## config.mk

```make
export PLATFORM = sky130hd
export DESIGN_NAME = mealy_edge_detector_bank
export DESIGN_NICKNAME = d
export VERILOG_FILES = /design/src/rtl/mealy_edge_detector_bank.sv
export SDC_FILE = /design/constraint.sdc
export NUM_CORES = 1
export LEC_CHECK = 0
export ABC_AREA = 1
export CELL_PAD_IN_SITES_DETAIL_PLACEMENT = 0
export CELL_PAD_IN_SITES_GLOBAL_PLACEMENT = 1
export CORE_MARGIN = 4
export CORE_UTILIZATION = 37
export CTS_CLUSTER_DIAMETER = 40
export CTS_CLUSTER_SIZE = 28
export DETAILED_ROUTE_END_ITERATION = 10
export GPL_TIMING_DRIVEN = 0
export PLACE_DENSITY = 0.91
export SLEW_MARGIN = 30
export SYNTH_ARGS = -nofsm -noshare
export SYNTH_HDL_FRONTEND = slang
export SYNTH_SLANG_ARGS = --single-unit
```

## constraint.sdc

```tcl
create_clock -name CLK -period 3.7 [get_ports CLK]
set_clock_uncertainty 0.2 [all_clocks]
set_input_delay 0.74 -clock CLK [delete_from_list [all_inputs] [get_ports CLK]]
set_output_delay 0.74 -clock CLK [all_outputs]
set_load 0.01 [all_outputs]
```

## src/rtl/mealy_edge_detector_bank.sv

```systemverilog
// CH-channel Mealy edge detector bank with per-channel rise/fall/both mode and saturating event counters.
// Optional macro MEALY_EDGE_STICKY_EN adds a STICKY output of per-channel event flags held until CLR.
module mealy_edge_detector_bank #(
   parameter int CH    = 4,
   parameter int CNT_W = 8
) (
   input  logic                CLK,
   input  logic                RST,
   input  logic [CH-1:0]       IN,
   input  logic [2*CH-1:0]     MODE,
   input  logic                CLR,
   output logic [CH-1:0]       OUT,
   output logic [2*CH-1:0]     STATE,
   output logic                ANY,
`ifdef MEALY_EDGE_STICKY_EN
   output logic [CH-1:0]       STICKY,
`endif
   output logic [CH*CNT_W-1:0] CNT
);

   typedef enum logic [1:0] {
      S_INIT = 2'b00,
      S_LOW  = 2'b01,
      S_HIGH = 2'b10
   } state_e;

   state_e           state_q [CH];
   state_e           state_d [CH];
   logic [CNT_W-1:0] cnt_q   [CH];
   logic [CNT_W-1:0] cnt_d   [CH];
   logic [CH-1:0]    rise_c;
   logic [CH-1:0]    fall_c;
   logic [CH-1:0]    out_c;

   function automatic logic [CNT_W-1:0] sat_inc(input logic [CNT_W-1:0] v);
      return (&v) ? v : v + 1'b1;
   endfunction

   always_comb begin
      for (int i = 0; i < CH; i++) begin
         rise_c[i] = (state_q[i] == S_LOW) & IN[i];
         fall_c[i] = (state_q[i] == S_HIGH) & ~IN[i];
         out_c[i]  = (MODE[2*i] & rise_c[i]) | (MODE[2*i+1] & fall_c[i]);
         case (state_q[i])
            S_INIT, S_LOW, S_HIGH: state_d[i] = IN[i] ? S_HIGH : S_LOW;
            default:               state_d[i] = S_INIT;
         endcase
         // A clear that coincides with an event keeps that event as the first count.
         if (CLR)
            cnt_d[i] = {{(CNT_W-1){1'b0}}, out_c[i]};
         else if (out_c[i])
            cnt_d[i] = sat_inc(cnt_q[i]);
         else
            cnt_d[i] = cnt_q[i];
      end
   end

   always_ff @(posedge CLK) begin
      for (int i = 0; i < CH; i++) begin
         if (RST) begin
            state_q[i] <= S_INIT;
            cnt_q[i]   <= '0;
         end else begin
            state_q[i] <= state_d[i];
            cnt_q[i]   <= cnt_d[i];
         end
      end
   end

`ifdef MEALY_EDGE_STICKY_EN
   logic [CH-1:0] sticky_q;
   logic [CH-1:0] sticky_d;

   always_comb begin
      sticky_d = CLR ? out_c : (sticky_q | out_c);
   end

   always_ff @(posedge CLK) begin
      if (RST) sticky_q <= '0;
      else     sticky_q <= sticky_d;
   end

   assign STICKY = sticky_q;
`endif

   assign OUT = out_c;
   assign ANY = |out_c;

   for (genvar g = 0; g < CH; g++) begin : g_out
      assign STATE[2*g +: 2]         = state_q[g];
      assign CNT[g*CNT_W +: CNT_W]   = cnt_q[g];
   end

endmodule
```

; ---- Yosys cells after proc, flatten, opt, wreduce, memory -nomap -nowiden
; Memory sizes are Yosys's and may differ from the RTL's.
; Index checks and enable logic that the tools add are counted.
[totals]
ff_bits = 0
latch_bits = 0
ramBits = 40
mem_bits_ro = 0
inputBits = 15
out_inout_bits = 45
elab_cells = 90
memories = 2
[memory_table]
columns = memory, words, word_bits, read_ports, rd_clocked_by_memory_dff, write_ports, line
row1 = cnt_q, 4, 8, 4, 0, 4, 29  ; logic [CNT_W-1:0] cnt_q [CH];
row2 = state_q, 4, 2, 4, 0, 4, 27  ; state_e state_q [CH];
[op_classes]
addsub = 4
mul = 0
div_mod_pow = 0
magnitude_cmp = 0
eq_ne = 8
shifts = 0
muxes = 31
n_bitwise = 32
n_reduce_logical = 13
[op_table]
columns = op, n
row1 = $mux 8, 16
row2 = $add 8x1->8 const B, 4
row3 = $reduce_and 8->1, 4
row4 = $mux 2, 12
row5 = $and 1x1->1, 16
row6 = $or 1x1->1, 12
row7 = $reduce_or 3->1, 4
row8 = $eq 2x1->1 const B, 4
row9 = $eq 2x2->1 const B, 4
row10 = $logic_not 2->1, 4
row11 = $not 1->1, 4
row12 = $reduce_or 4->1, 1
row13 = $mux 1, 3

; ---- Depth between registers and ports, before layout
[logic_depth]
depth_word = 7
depth_mapped = 8
ltp_nobuf = 8

; ---- Worst setup path after synthesis
; No wires, ideal clock.
[synth_path]
path_kind = in2out
from = in IN[2]
to = out ANY
arrival_ps = 1297
required_ps = 2760
path_slack_ps = 1463
stages = 6
path_buffers = 0
path_cell_list = inv_1 -> nor2_1 -> nand2_1 -> nand2_4 -> nor3_1 -> nand2_1
[synth_via]
elab_chain_len = 5
word_cells_on_any_way = 7
classes_between = 6 x bitwise / 1 x reduce/logical
[synth_rtl]
columns = element, line
row1 = from (decl), 9  ; input logic [CH-1:0] IN,
row2 = $not 1->1, 42  ; fall_c[i] = (state_q[i] == S_HIGH) & ~IN[i];
row3 = $and 1x1->1, 42
row4 = $and 1x1->1, 43  ; out_c[i] = (MODE[2*i] & rise_c[i]) | (MODE[2*i+1] & fall_c[i]);
row5 = $or 1x1->1 (*), 43
row6 = net OUT[2], 12  ; output logic [CH-1:0] OUT,
row7 = $reduce_or 4->1 (*), 87  ; assign ANY = |out_c;
row8 = to (decl), 14  ; output logic ANY,
; The timed path passes the listed nets; every way through them passes the cells marked *.

; ---- Worst setup path after layout
[layout_path]
from = in IN[2]
to = out ANY
[layout_via]
elab_chain_len = 5
word_cells_on_any_way = 7
classes_between = 6 x bitwise / 1 x reduce/logical
[layout_rtl]
columns = element, line
row1 = $not 1->1, 42
row2 = $and 1x1->1, 42
row3 = $and 1x1->1, 43
row4 = $or 1x1->1 (*), 43
row5 = $reduce_or 4->1 (*), 87
; Mark *: on every way between the ends. The rest lies on a longest branch, timed or not.

==> out/qor.yml <==
drc: 0
io_buffers: 59
synthArstFlopShare_pct: 0
layout.nets: 432
start_util_pct: 39.0
cts_buffers: 5
hold_viol_final: 0
power.total_mw: 0.932
ys_types: 24
p_leak_nw: 1.24
clk_pin_slew_ns: 0.07
clk_latency_ns: 0.29
syn_inst: 347
rsz0062_at_grt: "no"
seqPwrFrac_pct: 48.0
worstPathArrival_ns: 2.37
dieArea_mm2: 0.00772
grt_use_total_pct: 15.8
cts_resized: 0
finalWirelength_um: 5640
yosysMostFrequentCell: "nand2_1"
worstPathMaxFanout: 8
p_comb_share_pct: 10.2
h-tree-depth: 2
clock_power_share_pct: 41.8
cp-end-kind: "output port"
clockRootBuffer: "clkbuf_8"
cp-start-kind: "input pin"
final.setup.tns_ns: 0
worst_hold_slack_ns: 0.314
die_w_um: 87.9
period_needed_ns: 3.31
slowest_stage: "clkdlybuf4s50_1"
vias: 2313
fmax_mhz: 302
overflow: 0
grt_pass1_wl_um: 9780
ir_worst_vdd_v: 0.000158
gp_congestion: 0.810
min_period_over_period_pct: 89.6
status: "finished, final reports clean"
powerDensity_mw_per_mm2: 294
ys.flop_type: "dfxtp_1"
drive_above_1_share_pct: 13.3
switching_power_mw: 0.211
syn_avg_cell_area_um2: 6.80
die_h_um: 87.9
diodes: 0
area_growth_pct: 34.3
hold_class: "reg2reg"
dr.pass1.iters: 5
synthTopCellsByCount: "nand2_1, nor2_1, dfxtp_1"
swShare_pct: 22.7
num_rows: 28
crit_type: "in2out"
max_cap_violations: 0
ctsLongestPathBuffers: 2
place_ws_ns: 0.390
synth_warnings: 0
antenna_found_initial: 0
hpwl_um: 4330
worst_slack_ns: 0.385
ctsHoldBuffers: 0
synthTopCellsByArea: "dfxtp_1, nand2_1, nor2_1"
ioPinCount: 60
grt_pass1_vias: 2119
maxSlewHeadroom_pct: 75.6
worstMarginPinSlew_ns: 0.366
p_int_mw: 0.721
routed_via_density: 4.73
synth_seq_cells: 40
cts_tree: "yes"
cp_cell_sequence: "clkdlybuf4s50_1, inv_1, nor2_1, nand2_1, nand2_4, nor3_1, nand2_1, clkdlybuf4s50_1"
drtAntennaViolNets: 0
core_area_mm2: 0.00606
cpPeakStageDelay_ns: 0.49
synth.yosys.seq_area_share_pct: 33.9
drt_iter0_drc: 49
routedWlPerCell_um: 11.5
synthesis.nets: 366
yosysTopAreaCell: "dfxtp_1"
synth-edff-count: 0
crit_required_ns: 2.76
yosys.area.top_type_share_pct: 33.9
clock_sinks: 40
setup_viol: 0
post-cts-setup-buffers: 0
grt_max_degree: 13
slew_viol_final: 0
syn-cell-area_mm2: 0.00236
power by group through the flow:
stage / logic (mW) / clock network [mW] / registers (mW)
floorplan: 0.0421 / 0 / 0.459
global placement: 0.0956 / 0 / 0.457
detailed placement: 0.0964 / 0 / 0.458
CTS: 0.0969 / 0.403 / 0.447
global route: 0.107 / 0.424 / 0.449
finish: 0.0955 / 0.389 / 0.447
layout make-up:
| class | count | area, um2 |
|---|---|---|
| buffer | 2 | 10.0 |
| multi-input combinational | 269 | 1420 |
| fill | 637 | 2890 |
| clock inverter | 1 | 30.0 |
| timing repair buffer | 59 | 591 |
| tap | 75 | 93.8 |
| clock buffer | 7 | 96.3 |
| sequential | 40 | 801 |
| inverter | 36 | 135 |
metrics by stage:
stage	instance area (um2)	cells	utilization (%)
2_1_floorplan	2360	347	-
3_3_place_gp	3050	481	50.2
3_5_place_dp	3050	481	50.2
4_1_cts	3170	489	52.3
5_1_grt	3170	489	52.3
6_report	3170	489	52.3
critical path, delay by kind of cell:
| family | cells | cell delay (ns) |
|---|---|---|
| and+or+nand+nor | 5 | 0.58 |
| buffers and inverters | 3 | 1.06 |
sequential cells by signal, indices dropped and copies added, names as in the netlist:
name and flops:
cnt_q 32, state_q 8
routing by layer:
metal | vias up | global-route usage [%] | routed length, um
met3 | 4 | 3.01 | 250
met1 | 1033 | 21.5 | 2720
met5 | - | 0 | 0
met2 | 47 | 25.6 | 2640
li1 | 1229 | - | -
met4 | 0 | 4.60 | 37
cell families (layout without fill, tap and decap cells):
kind of cell | Yosys count | count (layout) | share of synthesized area (%)
buffers and inverters | 38 | 105 | 6.15
DFF | 40 | 40 | 33.9
and+or+nand+nor | 226 | 226 | 45.6
AOI/OAI and AO/OA | 28 | 28 | 8.16
xor gates and xnor gates | 11 | 11 | 4.08
adders and majority gates | 4 | 4 | 2.12
worst paths after layout:
path                            slack (ns)                     start  cells after the start                   endpoint
worst max register to register        1.99  cnt_q[1][8]$_SDFFE_PP0P_                      8  cnt_q[1][15]$_SDFFE_PP0P_
worst min register to register        0.31  cnt_q[0][7]$_SDFFE_PP0P_                      2   cnt_q[0][7]$_SDFFE_PP0P_
worst min-delay path                  0.31  cnt_q[0][7]$_SDFFE_PP0P_                      2   cnt_q[0][7]$_SDFFE_PP0P_
worst max-delay path                  0.39                     IN[2]                      8                        ANY
cells in the final DEF, fill, tap and decap left out, drive strengths merged:
| cell | count |
|---|---|
| clkbuf | 7 |
| nand4 | 8 |
| o21ai | 5 |
| clkinv | 1 |
| nand3b | 6 |
| nand2 | 129 |
| nor3 | 2 |
| dfxtp | 40 |
| xnor2 | 3 |
| a22oi | 3 |
| inv | 35 |
| clkdlybuf4s50 | 59 |
| nor2 | 59 |
| buf | 2 |
| bufinv | 1 |
| ha | 4 |
| nand3 | 22 |
| a21oi | 20 |
| xor2 | 8 |
Note: power is estimated with default switching activity, not from simulation.
==> patch, RTL diff (config.mk and constraints unchanged) <==
`CNT_W`: 8 -> 12.
--- a/src/rtl/mealy_edge_detector_bank.sv
+++ b/src/rtl/mealy_edge_detector_bank.sv
@@ -3,5 +3,5 @@
 module mealy_edge_detector_bank #(
    parameter int CH    = 4,
-   parameter int CNT_W = 8
+   parameter int CNT_W = 12
 ) (
    input  logic                CLK,
Interface: changed (resized CNT); port bits go from 60 to 76. No check against the original RTL was run, so the function may have changed too.
==> patch against the unedited design <==
- sequential power is 38% higher
- critical path type unchanged
- largest cell class unchanged
- sequential cell count up 16
- routed wire length grew 42%
- die area rose by 32%
- synthesized area is 35% higher
- clock power decreased by 19%
- setup slack lost 0.11 ns
- first-iteration DRC count increased by 31%
- design area increased by 30%
- synthesized cell count up 37%
- power increased by 11%
==> patch: results (changes against the unedited design) <==
The run gives 13.8 mm (+41%) as the wire length of the first global-routing pass. Via count of the first global-routing pass: 3027 (+43%). The run gives 0.628 (-0.128) as the worst relative slew slack.

The run gives 28 (+17%) as the post-synthesis cell type count. The tools report the synthesized instance count as 475 (+37%). By count the netlist is led by 129 x sky130_fd_sc_hd__nand2_1, 77 x sky130_fd_sc_hd__nor2_1, 56 x sky130_fd_sc_hd__dfxtp_1. The peak supply drop is 0.146 mV (-7.9%), and the number of inserted filler cells in the final layout is 847 (+33%). The ratio of cells with drive above 1 in the final layout is 0.0939 (-0.0390), and the worst setup timing slack at the placement stage is 0.250 ns (-0.140 ns).

The number of sinks on the clock net is 56 (+40%), and the layout buffer count excluding clock buffers is 80 (+31%). The logs give 0.351 (+0.0119) for the sequential-to-total area share from yosys stat and 0.857 (+5.7%) for the last weighted congestion value of the routability-driven placer. Clock tree buffer count of the final layout: 5 (-2). DRC marker count from the first detailed-route iteration: 64 (+31%). The logs give 654 (+36%) for the cell count after placement and 494 (+35%) for the post-synth net total. The area growth from synthesis to layout was 29.5%; the total wire length was 8.00 mm (+42%). The highest net fanout along the worst path works out to 10 (+2).

Post-detailed-placement half-perimeter wirelength: 6.05 mm (+40%). Clock slew at the register clock pins of the worst setup and hold paths: 0.09 ns (+0.02 ns). The tools report the clock latency of the later-clocked register in the worst-skew pair as 0.31 ns (+0.02 ns).

Aggregate global-route resource usage: 0.163 (+0.00446). The logs give 4 (-1) for the number of optimization iterations in the first detailed-route pass and 0.00112 mm² (+40%) for the area occupied by registers. The net total in the final layout is 575 (+33%). The fraction of standard cell area in multi-input logic is 0.442 (-0.00396), and the count of non-CTS inverters in the layout is 57 (+58%).

The leakage power figure came out at 1.50 nW (+21%). The worst stage delay on the critical path came out at 0.51 ns (+0.02 ns). The largest registers in the layout are cnt_q x48, state_q x8.

Standard cell area after detailed placement: 0.00407 mm² (+33%). The run gives 659 (+35%) as the final cell count without fillers. The flow ran to the end, and the final reports show no timing, DRC or antenna violations.

The clock distribution area overhead in the final layout is 0.0166 (-0.0232).
## patch: cell types whose count changed in the layout (fill, tap and decap cells not counted), sizes merged, moves of 3 or more
cell           before  now
a22oi               3    0
nor2               59   88
dfxtp              40   56
clkdlybuf4s50      59   74
nand3b              6    2
nand3              22   28
xor2                8   14
nand4               8   29
nand2             129  141
inv                35   57
buf                 2    5
a21oi              20   28
o21ai               5   11
## patch: path summary, 6_finish.rpt
check	start	to	slack, ns	cells after the start
setup / recovery	IN[2]	ANY	0.28	8
hold / removal	cnt_q[1][11]	cnt_q[1][11]	0.33	2
setup reg to reg	cnt_q[0][12]	cnt_q[0][17]	1.93	8
hold reg to reg	cnt_q[1][11]	cnt_q[1][11]	0.33	2
## patch: logic make-up after synthesis
kind of cell / after synthesis / share of synthesized area
AND/OR/NAND/NOR: 294 / 0.437
buffers and inverters: 63 / 0.0764
flip-flops: 56 / 0.351
AO/OA/AOI/OAI: 39 / 0.0682
XOR/XNOR: 19 / 0.0521
adder cells (fa/ha/maj): 4 / 0.0157
## patch: report_power, final
| part | total, mW | switching (mW) | internal, mW |
|---|---|---|---|
| clock | 0.314 | 0.190 | 0.123 |
| combinational | 0.100 | 0.0569 | 0.0435 |
| sequential | 0.617 | 0.00708 | 0.610 |
| total | 1.03 | 0.254 | 0.776 |
## patch: metal layers
layer | track usage | vias to the layer above | wire length (µm)
met3 | 0.0318 | 9 | 365
met1 | 0.207 | 1428 | 3710
li1 | - | 1676 | -
met5 | 0 | - | 0
met2 | 0.278 | 62 | 3810
met4 | 0.0491 | 0 | 100
